## src/rtl/uart_rx_fifo.sv

```systemverilog
// uart_rx_fifo: receive-side byte FIFO for a UART, with an error tag per
// entry, a sticky overrun flag, a level interrupt and an idle-timeout
// interrupt.
// Optional build macro UART_RX_FIFO_ERR_DROP_EN: bytes that arrive with a
// stop-bit error are discarded instead of stored, and rd_err is tied low.
module uart_rx_fifo #(
    parameter int DEPTH        = 16,
    parameter int ADDR_W       = 4,
    parameter int TIMEOUT_CLKS = 20833
) (
    input  logic              clk,
    input  logic              reset,
    input  logic [7:0]        wr_data,
    input  logic              wr_done,
    input  logic              wr_error,
    output logic [7:0]        rd_data,
    output logic              rd_err,
    output logic              rd_valid,
    input  logic              rd_ready,
    output logic [ADDR_W:0]   count,
    output logic              full,
    output logic              overrun,
    input  logic              clr_overrun,
    input  logic [ADDR_W:0]   thresh,
    output logic              level_irq,
    output logic              timeout_irq
);

    localparam logic [ADDR_W:0] DEPTH_C   = (ADDR_W + 1)'(DEPTH);
    localparam logic [15:0]     TIMEOUT_C = 16'(TIMEOUT_CLKS);

    logic [8:0]        mem [DEPTH];
    logic [ADDR_W-1:0] wr_ptr;
    logic [ADDR_W-1:0] rd_ptr;
    logic [ADDR_W:0]   count_next;
    logic [15:0]       idle_cnt;
    logic [8:0]        head;
    logic              wr_valid;
    logic              do_read;
    logic              do_write;
    logic              drop;

`ifdef UART_RX_FIFO_ERR_DROP_EN
    // Errored bytes never reach the FIFO logic at all.
    assign wr_valid = wr_done & ~wr_error;
    assign rd_err   = 1'b0;
`else
    assign wr_valid = wr_done;
    assign rd_err   = head[8];
`endif

    // Full/empty come from the occupancy count; pointers alone are ambiguous.
    assign rd_valid = (count != '0);
    assign full     = (count == DEPTH_C);
    assign do_read  = rd_valid & rd_ready;
    // A read in the same cycle frees the slot, so a full FIFO still accepts.
    assign do_write = wr_valid & (~full | do_read);
    assign drop     = wr_valid & full & ~do_read;

    assign head        = mem[rd_ptr];
    assign rd_data     = head[7:0];
    assign timeout_irq = (idle_cnt == TIMEOUT_C) & rd_valid;

    // Occupancy after this edge; feeds both count and the level interrupt.
    always_comb begin
        // NOTE: default first so every path assigns count_next and no latch is inferred.
        count_next = count;
        if (do_write && !do_read)
            count_next = count + 1'b1;
        else if (do_read && !do_write)
            count_next = count - 1'b1;
    end

    // Storage array: written at wr_ptr, never cleared.
    always_ff @(posedge clk) begin
        // NOTE: the array has no reset; entries are only meaningful once rd_valid says so.
        if (reset && do_write)
            mem[wr_ptr] <= {wr_error, wr_data};
    end

    // Pointers, occupancy and the registered interrupts/flags.
    always_ff @(posedge clk) begin
        if (!reset) begin
            // NOTE: non-blocking assignments keep every register updating from pre-edge values.
            wr_ptr    <= '0;
            rd_ptr    <= '0;
            count     <= '0;
            overrun   <= 1'b0;
            level_irq <= 1'b0;
        end else begin
            if (do_write)
                wr_ptr <= wr_ptr + 1'b1;
            if (do_read)
                rd_ptr <= rd_ptr + 1'b1;
            count <= count_next;
            // Losing a byte outranks a simultaneous clear.
            if (drop)
                overrun <= 1'b1;
            else if (clr_overrun)
                overrun <= 1'b0;
            level_irq <= (thresh != '0) && (count_next >= thresh);
        end
    end

    // Idle counter: restarts on any traffic or while empty, saturates at the timeout.
    always_ff @(posedge clk) begin
        if (!reset)
            idle_cnt <= '0;
        else if (do_write || do_read || count == '0)
            idle_cnt <= '0;
        else if (idle_cnt != TIMEOUT_C)
            idle_cnt <= idle_cnt + 1'b1;
    end

endmodule

```

## config.mk

```make
export PLATFORM = sky130hd
export DESIGN_NAME = uart_rx_fifo
export DESIGN_NICKNAME = d
export VERILOG_FILES = /design/src/rtl/uart_rx_fifo.sv
export SDC_FILE = /design/constraint.sdc
export NUM_CORES = 1
export LEC_CHECK = 0
export BUFFER_PORTS_ARGS = -buffer_cell sky130_fd_sc_hd__buf_2
export CORE_MARGIN = 2
export CORE_UTILIZATION = 35
export DETAILED_ROUTE_END_ITERATION = 10
export PLACE_DENSITY_LB_ADDON = 0.3
export SLEW_MARGIN = 10
export SYNTH_ARGS = -nofsm -noshare
export SYNTH_HDL_FRONTEND = slang
export SYNTH_SLANG_ARGS = --single-unit
```

## constraint.sdc

```tcl
create_clock -name clk -period 3.42 [get_ports clk]
set_input_delay 0.342 -clock clk [delete_from_list [all_inputs] [get_ports clk]]
set_output_delay 0.342 -clock clk [all_outputs]
set_load 0.01 [all_outputs]
```

=== After elaboration in Yosys (flattened, before gate mapping) ===
Memory sizes are Yosys's and may differ from the RTL's. A register that Yosys moved wholly into a read port is not among the register bits.
Index checks and enable logic that the tools add are counted.

* Word-level logic and storage cells: 46
* Output and inout bits: 19
* Memory bits (writable): 144
* Memories kept: 1
* Bits in registers: 31
* Input bits: 19

{| class="wikitable"
|+ Memory list
! name !! depth !! width !! read ports !! clocked after Yosys merged registers in !! wr ports !! line !! text
|-
| mem || 16 || 9 || 1 || 1 || 1 || 32 || <nowiki>logic [8:0] mem [DEPTH];</nowiki>
|}

* Reduce and logical (&&, ||, !) cells: 13
* Bitwise logic cells: 9
* Add/subtract/negate cells: 5
* Order comparisons: 1
* Equality and inequality tests: 3
* Mux-type cells: 8

{| class="wikitable"
|+ Operators with widths
! kind !! count
|-
| 16-bit by 1-bit adder with 16-bit output, second input constant || 1
|-
| 16-bit by 15-bit == test with 1-bit output, second input constant || 1
|-
| 16-bit by 15-bit inequality test with 1-bit output, second input constant || 1
|-
| 5-bit two-way mux || 2
|-
| 5-bit nonzero test || 2
|-
| 4-bit by 1-bit adder with 4-bit output, second input constant || 2
|-
| 4-bit two-way mux || 2
|-
| 5-bit by 1-bit adder with 5-bit output, second input constant || 1
|-
| 1-bit bitwise AND || 5
|-
| 5-bit == test, second input constant || 1
|-
| 5-bit >= comparator || 1
|-
| 5-bit zero test || 1
|-
| 5-bit by 1-bit subtractor with 5-bit output, second input constant || 1
|-
| 1-bit logical AND || 4
|-
| 1-bit two-way mux || 4
|-
| 1-bit inverter || 3
|-
| 1-bit zero test || 2
|-
| 1-bit logical OR || 2
|-
| 2-bit nonzero test || 1
|-
| 2-bit OR reduction || 1
|-
| 1-bit OR || 1
|}

=== Depth between registers and ports, before layout ===
Gate-level depths: netlist of the first run.

* Depth after elaboration: 10
* Gate-level depth with buffers: 13
* Depth with buffers taken out: 11

=== Least setup slack after synthesis of the first run ===
Ideal clock, no wire load.

* Path kind: register -> register
* Start: reg count[1]
* End: reg level_irq
* Setup slack: 575 ps
* Library setup time: 122 ps
* Stages on the path, launching flop included: 14
* Required time: 3298 ps
* Clock period less this slack: 2845 ps
* Path buffers: 2
* Data arrival time: 2723 ps
* Cell sequence: dfxtp_1 -> inv_1 -> ha_1 -> or4b_4 -> buf_6 -> and3_4 -> buf_6 -> o21a_1 -> or2_1 -> ha_1 -> nand2b_1 -> a211o_1 -> o211ai_1 -> a21oi_1

* Longest elaborated chain between the ends: 10
* Elaborated cells on any way between the ends: 16
* Those cells by class: add/sub (2); order compare (1); eq/ne (1); mux (2); bitwise (4); reduce/logical (6)

{| class="wikitable"
|+ Ends and longest elaborated chain
! item !! line !! text
|-
| start: declaration || 20 || <nowiki>output logic [ADDR_W:0] count,</nowiki>
|-
| start signal: assignment || 95 || <nowiki>count <= count_next;</nowiki>
|-
| 5-bit nonzero test (*) || 53 || <nowiki>assign rd_valid = (count != '0);</nowiki>
|-
| via rd_valid || 18 || <nowiki>output logic rd_valid,</nowiki>
|-
| 1-bit bitwise AND (*) || 55 || <nowiki>assign do_read = rd_valid & rd_ready;</nowiki>
|-
| 1-bit OR || 57 || <nowiki>assign do_write = wr_valid & (~full | do_read);</nowiki>
|-
| 1-bit bitwise AND || 57 ||
|-
| 1-bit zero test || 70 || <nowiki>else if (do_read && !do_write)</nowiki>
|-
| 1-bit logical AND || 70 ||
|-
| 5-bit two-way mux || 70 ||
|-
| 5-bit two-way mux (*) || 68 || <nowiki>if (do_write && !do_read)</nowiki>
|-
| 5-bit >= comparator (*) || 101 || <nowiki>level_irq <= (thresh != '0) && (count_next >= thresh);</nowiki>
|-
| 1-bit logical AND (*) || 101 ||
|-
| end signal: assignment || 101 ||
|-
| end: declaration || 25 || <nowiki>output logic level_irq,</nowiki>
|}

Mark *: on every way through the listed nets, which the timed path passes. The rest lies on a longest branch.
A chain may end at the register's enable or synchronous reset.

=== Worst setup path after layout of the first run ===
* Start: reg count[1]
* End: reg level_irq

* Longest elaborated chain between the ends: 10
* Elaborated cells on any way between the ends: 16
* Those cells by class: add/sub (2); order compare (1); eq/ne (1); mux (2); bitwise (4); reduce/logical (6)

{| class="wikitable"
|+ Ends and longest elaborated chain
! item !! line
|-
| 5-bit nonzero test / 5-bit == test (equally long branches) || 53, 54
|-
| 1-bit bitwise AND / 1-bit inverter (equally long branches) || 55, 57
|-
| 1-bit OR || 57
|-
| 1-bit bitwise AND || 57
|-
| 1-bit zero test || 70
|-
| 1-bit logical AND || 70
|-
| 5-bit two-way mux || 70
|-
| 5-bit two-way mux (*) || 68
|-
| 5-bit >= comparator (*) || 101
|-
| 1-bit logical AND (*) || 101
|}

Mark *: on every way between the ends. The rest lies on a longest branch, timed or not.

==> results of run 1 <==
[registers in the layout (all words and copies together), names as in the netlist, named ones only]
name	flops
wr_ptr	4
mem	144
level_irq	1
rd_ptr	4
overrun	1
count	5
idle_cnt	16
[layer usage]
metal / track usage, % / wire length, um / vias to the layer above
li1: - / - / 1867
met4: 3.571 / 130 / 0
met1: 18.24 / 6302 / 1983
met5: 0 / 0 / -
met2: 22.15 / 6770 / 111
met3: 4.862 / 905 / 11
[worst min-delay path by stage]
| stage | start | end | slack, ns | depth (start not counted) |
|---|---|---|---|---|
| after global routing | clr_overrun | overrun | 0.24 | 4 |
| after detailed placement | overrun | overrun | 0.49 | 2 |
| after floorplan | wr_data[0] | mem[0][0] | 0.44 | 0 |
| after CTS | clr_overrun | overrun | 0.19 | 4 |
| final | clr_overrun | overrun | 0.21 | 4 |
| after global placement | rd_ptr[1] | rd_ptr[1] | 0.48 | 2 |
[worst reg2reg max path: stages (launching register included)]
cell	delay (ns)
dfxtp_1	0.36
inv_1	0.09
ha_1	0.24
or3b_1	0.44
a211oi_2	0.47
nor3_1	0.13
or2_1	0.24
ha_1	0.26
nand2b_1	0.14
a211o_1	0.28
o211ai_1	0.09
a21oi_1	0.09
[cells by family after synthesis]
logic type      after synthesis  share of synthesized area [%]
simple gates                120                          8.296
xor+xnor                     17                          2.027
compound gates               45                          4.702
fa+ha+maj                    14                          2.385
buf+inv                      37                          2.300
flops                       179                          68.42
mux                          42                          11.87
[cell usage in the layout (no fill, tap or decap), types with 2 or more instances in the layout]
cell	count
a211o_1	2
a21oi_1	8
a22oi_1	19
a22oi_2	2
and2_1	2
and3_1	2
buf_2	37
buf_4	17
clkbuf_16	17
clkinvlp_4	3
dfxtp_1	34
edfxtp_1	144
ha_1	14
inv_1	18
inv_6	5
inv_8	3
mux2i_1	5
mux4_2	36
nand2_1	23
nand2b_1	6
nand3_1	10
nand3b_1	2
nand4_1	5
nand4b_1	2
nor2_1	42
nor2b_1	2
nor3_1	5
nor3b_1	2
nor4_1	5
nor4b_1	2
o21ai_0	4
or2_2	2
or3_1	2
xnor2_1	11
xor2_1	6
[area by class of cell]
cell class                 instances  area (um2)
clock buffer                      18       429.2
inverter                          18       67.56
fill                            1882       11970
tap                              270       337.8
sequential                       179        5026
clock inverter                    13       138.9
timing repair buffer              54       312.8
multi-input combinational        238        2151
[through the flow]
stage	utilization (%)	setup WS (ns)	area [um2]	std cells	hold WS (ns)
CTS	41.43	0.4729	8463	790	0.1929
global route	41.43	0.3229	8463	790	0.2428
finish	41.43	0.4894	8463	790	0.2137
global placement	38.65	0.6254	7895	759	0.4803
detailed placement	38.65	0.5028	7895	759	0.4887
floorplan	-	0.5750	7345	454	0.4409
[power by group]
group / switching [uW] / internal (uW)
sequential: 84.7 / 2400
clock: 841 / 1020
combinational: 441 / 455
total: 1370 / 3880
==> impl_metrics.ini, run 1 <==
[placement]
port_buffers = 37
place.detailed.hpwl_um = 9562
routabilityCongestion = 0.7790

[clock_network]
clk_pin_slew_ns = 0.06
cts_buffer_depth = 2
cts_buffers = 17
cts-hold-fix-buffers = 0
htreeDepth = 4
clk-insertion-delay-late_ns = 0.43
cts_tree = done
clkSinkCount = 179
cts-resized-gates = 0
post_cts_buffers = 0
cts_root_buf = clkbuf_16

[setup_path]
crit_top_cell = ha_1
cpMaxStageDelayCell = a211oi_2
regToRegStartpoint = count[1]
cp-start-kind = register
cp_num_cells = 11
r2r-end = level_irq
startpoint = count[1]
worst-r2r-setup-slack_ns = 0.49
path_buf_inv = 1
r2r.worst_path.cells = 11
crit_required_ns = 3.73
cpLargestDelayFamily = simple AND/OR/NAND/NOR gates
crit_end = level_irq
cp-end-kind = register
crit_chain = inv_1 -> ha_1 -> or3b_1 -> a211oi_2 -> nor3_1 -> or2_1 -> ha_1 -> nand2b_1 -> a211o_1 -> o211ai_1 -> a21oi_1
critPathArrivalTime_ns = 3.24
worstPathMaxFanout = 6
crit_type = register to register
max_stage_delay_ns = 0.47

[floorplan]
die-area_mm2 = 0.02216
core_area_mm2 = 0.02043
row_count = 52
dieWidth_um = 148.9
start_util_pct = 35.95
die_h_um = 148.9
ios = 38

[route]
vias_per_cell = 5.028
detail-route-antenna-nets = 0
vias = 3972
wl_per_cell_um = 17.86
first_pass_iters = 5
wl_um = 14110
drc_errors = 0
drtIter0Drc = 324

[synthesis]
yosys.cell_count.top_type = edfxtp_1
post_synth_num_cell_types = 50
synth_common_cells = 144 x edfxtp_1, 42 x nor2_1, 36 x mux4_2
yosys-top-cells-area = edfxtp_1 59%, mux4_2 11%, dfxtp_1 9.5%
synthCells = 454
synth_seq_cells = 179
syn_area_per_cell_um2 = 16.18
async_flop_share_pct = 0
synth_edf_count = 144
synth_top_area_cell = edfxtp_1
ys_warn_count = 0
ys_seq_area_share_pct = 68.42
syn_nets = 487
synth_top_area_share_pct = 58.88
syn-cell-area_mm2 = 0.007345
synth_flop_cell = edfxtp_1

[timing]
relSlewSlack_pct = 31.27
drv_slew = 0
skew_ns = 0.01023
worstMarginPinSlew_ns = 1.027
fmax_mhz = 341.2
rsz0062_at_grt = false
finalSetupViolations = 0
min_period_over_period_pct = 85.69
fin_tns_setup_ns = 0
min_period_ns = 2.931
finalHoldViolations = 0

[layout]
nNetsFinal = 541
n_antenna_cell = 0
drive_above_1_share_pct = 25.38
syn_to_final_growth_pct = 15.23

[global_route]
grt_usage_pct = 13.88
grt_max_degree = 37
grt_antenna_before_repair = 0
grt_pass1_vias = 4068
grt_pass1_wl_um = 22610
gr-total-overflow = 0

[pwr]
peakVddDrop_uv = 345.0
powerDensity_mw_per_mm2 = 620.0
power_uw = 5247
leakagePower_uw = 0.002823

[run_status]
status = finished clean

[worst_hold_path]
min_path_type = input port to register

[flow_run]
drv_cap = 0
Note: power is estimated with default switching activity, not from simulation.
==> inputs of run 2 (changes only) <==
CAP_MARGIN = 30   (was not set)
CTS_BUF_LIST = sky130_fd_sc_hd__clkbuf_4 sky130_fd_sc_hd__clkbuf_8   (was not set)
RECOVER_POWER = 50   (was not set)
==> impl_metrics.ini, run 2 (synthesis results as in run 1) <==
[timing]
hold_slack_ns = 0.1767
finalWorstSetupSlack_ns = 0.4354
min_period_over_period_pct = 87.27
fmax_mhz = 335.0
finalHoldViolations = 0
relSlewSlack_pct = 39.44
skew_ns = 0.01305
rsz0062_at_grt = false
finalSetupViolations = 0
fin_tns_setup_ns = 0
drv_slew = 0
worstMarginPinSlew_ns = 0.9066
min_period_ns = 2.985

[layout]
largest_reg_flops = 144
n_antenna_cell = 0
syn_to_final_growth_pct = 12.56
regMostFlops = mem
nNetsFinal = 543
drive_above_1_share_pct = 22.22
largestRegisters = mem x144, idle_cnt x16, count x5
final_common_cell = edfxtp_1
final_cell_mix = 144 x edfxtp_1, 42 x nor2_1, 36 x mux4_2, 34 x dfxtp_1, 23 x nand2_1
final_util_pct = 40.46

[clock_network]
cts_buffers = 17
cts_tree = done
cts_root_buf = clkbuf_8
htreeDepth = 4
post_cts_buffers = 0
cts_buffer_depth = 2
cts-hold-fix-buffers = 0
cts-resized-gates = 0
clk-insertion-delay-late_ns = 0.45
clk_pin_slew_ns = 0.09
clkSinkCount = 179

[route]
vias_per_cell = 5.011
wl_per_cell_um = 17.92
detail-route-antenna-nets = 0
first_pass_iters = 5
drc_errors = 0
wl_um = 14200
drtIter0Drc = 293
vias = 3969

[global_route]
grt_antenna_before_repair = 0
gr-total-overflow = 0
grt_max_degree = 37
use_met1_pct = 17.86
grtUsageMet3_pct = 4.587
grt_pass1_wl_um = 22540
grt_pass1_vias = 4072
grt-busiest-layer = met2
grt_usage_pct = 13.88
grtUsageMet2_pct = 22.75

[pwr]
leakagePower_uw = 0.002704
peakVddDrop_uv = 244.6
powerDensity_mw_per_mm2 = 575.2
power_uw = 4755

[floorplan]
dieWidth_um = 148.9
die_h_um = 148.9
ios = 38
row_count = 52
start_util_pct = 35.95
core_area_mm2 = 0.02043
die-area_mm2 = 0.02216

[placement]
place_ws_ns = 0.4982
port_buffers = 37
place.detailed.hpwl_um = 9579
routabilityCongestion = 0.7790

[setup_path]
cp-end-kind = register
crit_required_ns = 3.76
cp-start-kind = register
worstPathMaxFanout = 7
crit_type = register to register
critPathArrivalTime_ns = 3.33

[flow_run]
drv_cap = 0

[run_status]
status = finished clean

[worst_hold_path]
min_path_type = input port to register
[run 2: area by class of cell]
class / count / area (um2)
flip-flops and latches: 179 / 5026
multi-input cells: 238 / 2147
well taps: 270 / 337.8
inverters: 18 / 67.56
fillers: 1897 / 12160
clock buffers: 18 / 241.5
repair buffers: 56 / 304.0
clock inverters: 13 / 142.6
[run 2: routing by layer]
layer  vias up  wire length [um]  part of all wire (%)
met1      1984              6387                    45
met4         0                74                  0.52
met5         -                 0                     0
met2       113              6932                    49
met3         6               801                   5.6
li1       1866                 -                     -
[run 2: report_power, final]
| part | internal, uW | switching [uW] | leakage [uW] |
|---|---|---|---|
| Clock | 609 | 785 | 0.000195 |
| Sequential | 2400 | 83.4 | 0.00158 |
| Combinational | 439 | 441 | 0.000927 |
| Total | 3450 | 1310 | 0.00270 |
[run 2: through the flow]
step                std cells  cell area [um2]
floorplan                 454             7345
global placement          759             7895
detailed placement        760             7903
CTS                       791             8287
global route              792             8267
finish                    792             8267
[run 2: final timing paths]
check                                 start         to  slack [ns]  cells after the start
worst max-delay path               count[1]  level_irq        0.44                     11
worst min-delay path            clr_overrun    overrun        0.18                      4
worst max register to register     count[1]  level_irq        0.44                     11
worst min register to register      overrun    overrun        0.51                      2
[run 2: critical path, stage by stage (launching register included)]
cell and delay [ns]:
dfxtp_1 0.37, inv_1 0.10, ha_1 0.25, or4b_1 0.61
and3_4 0.28, o21a_1 0.18, or2_1 0.23, ha_1 0.26
nand2b_1 0.14, a211o_1 0.28, o211ai_1 0.09, a21oi_1 0.09
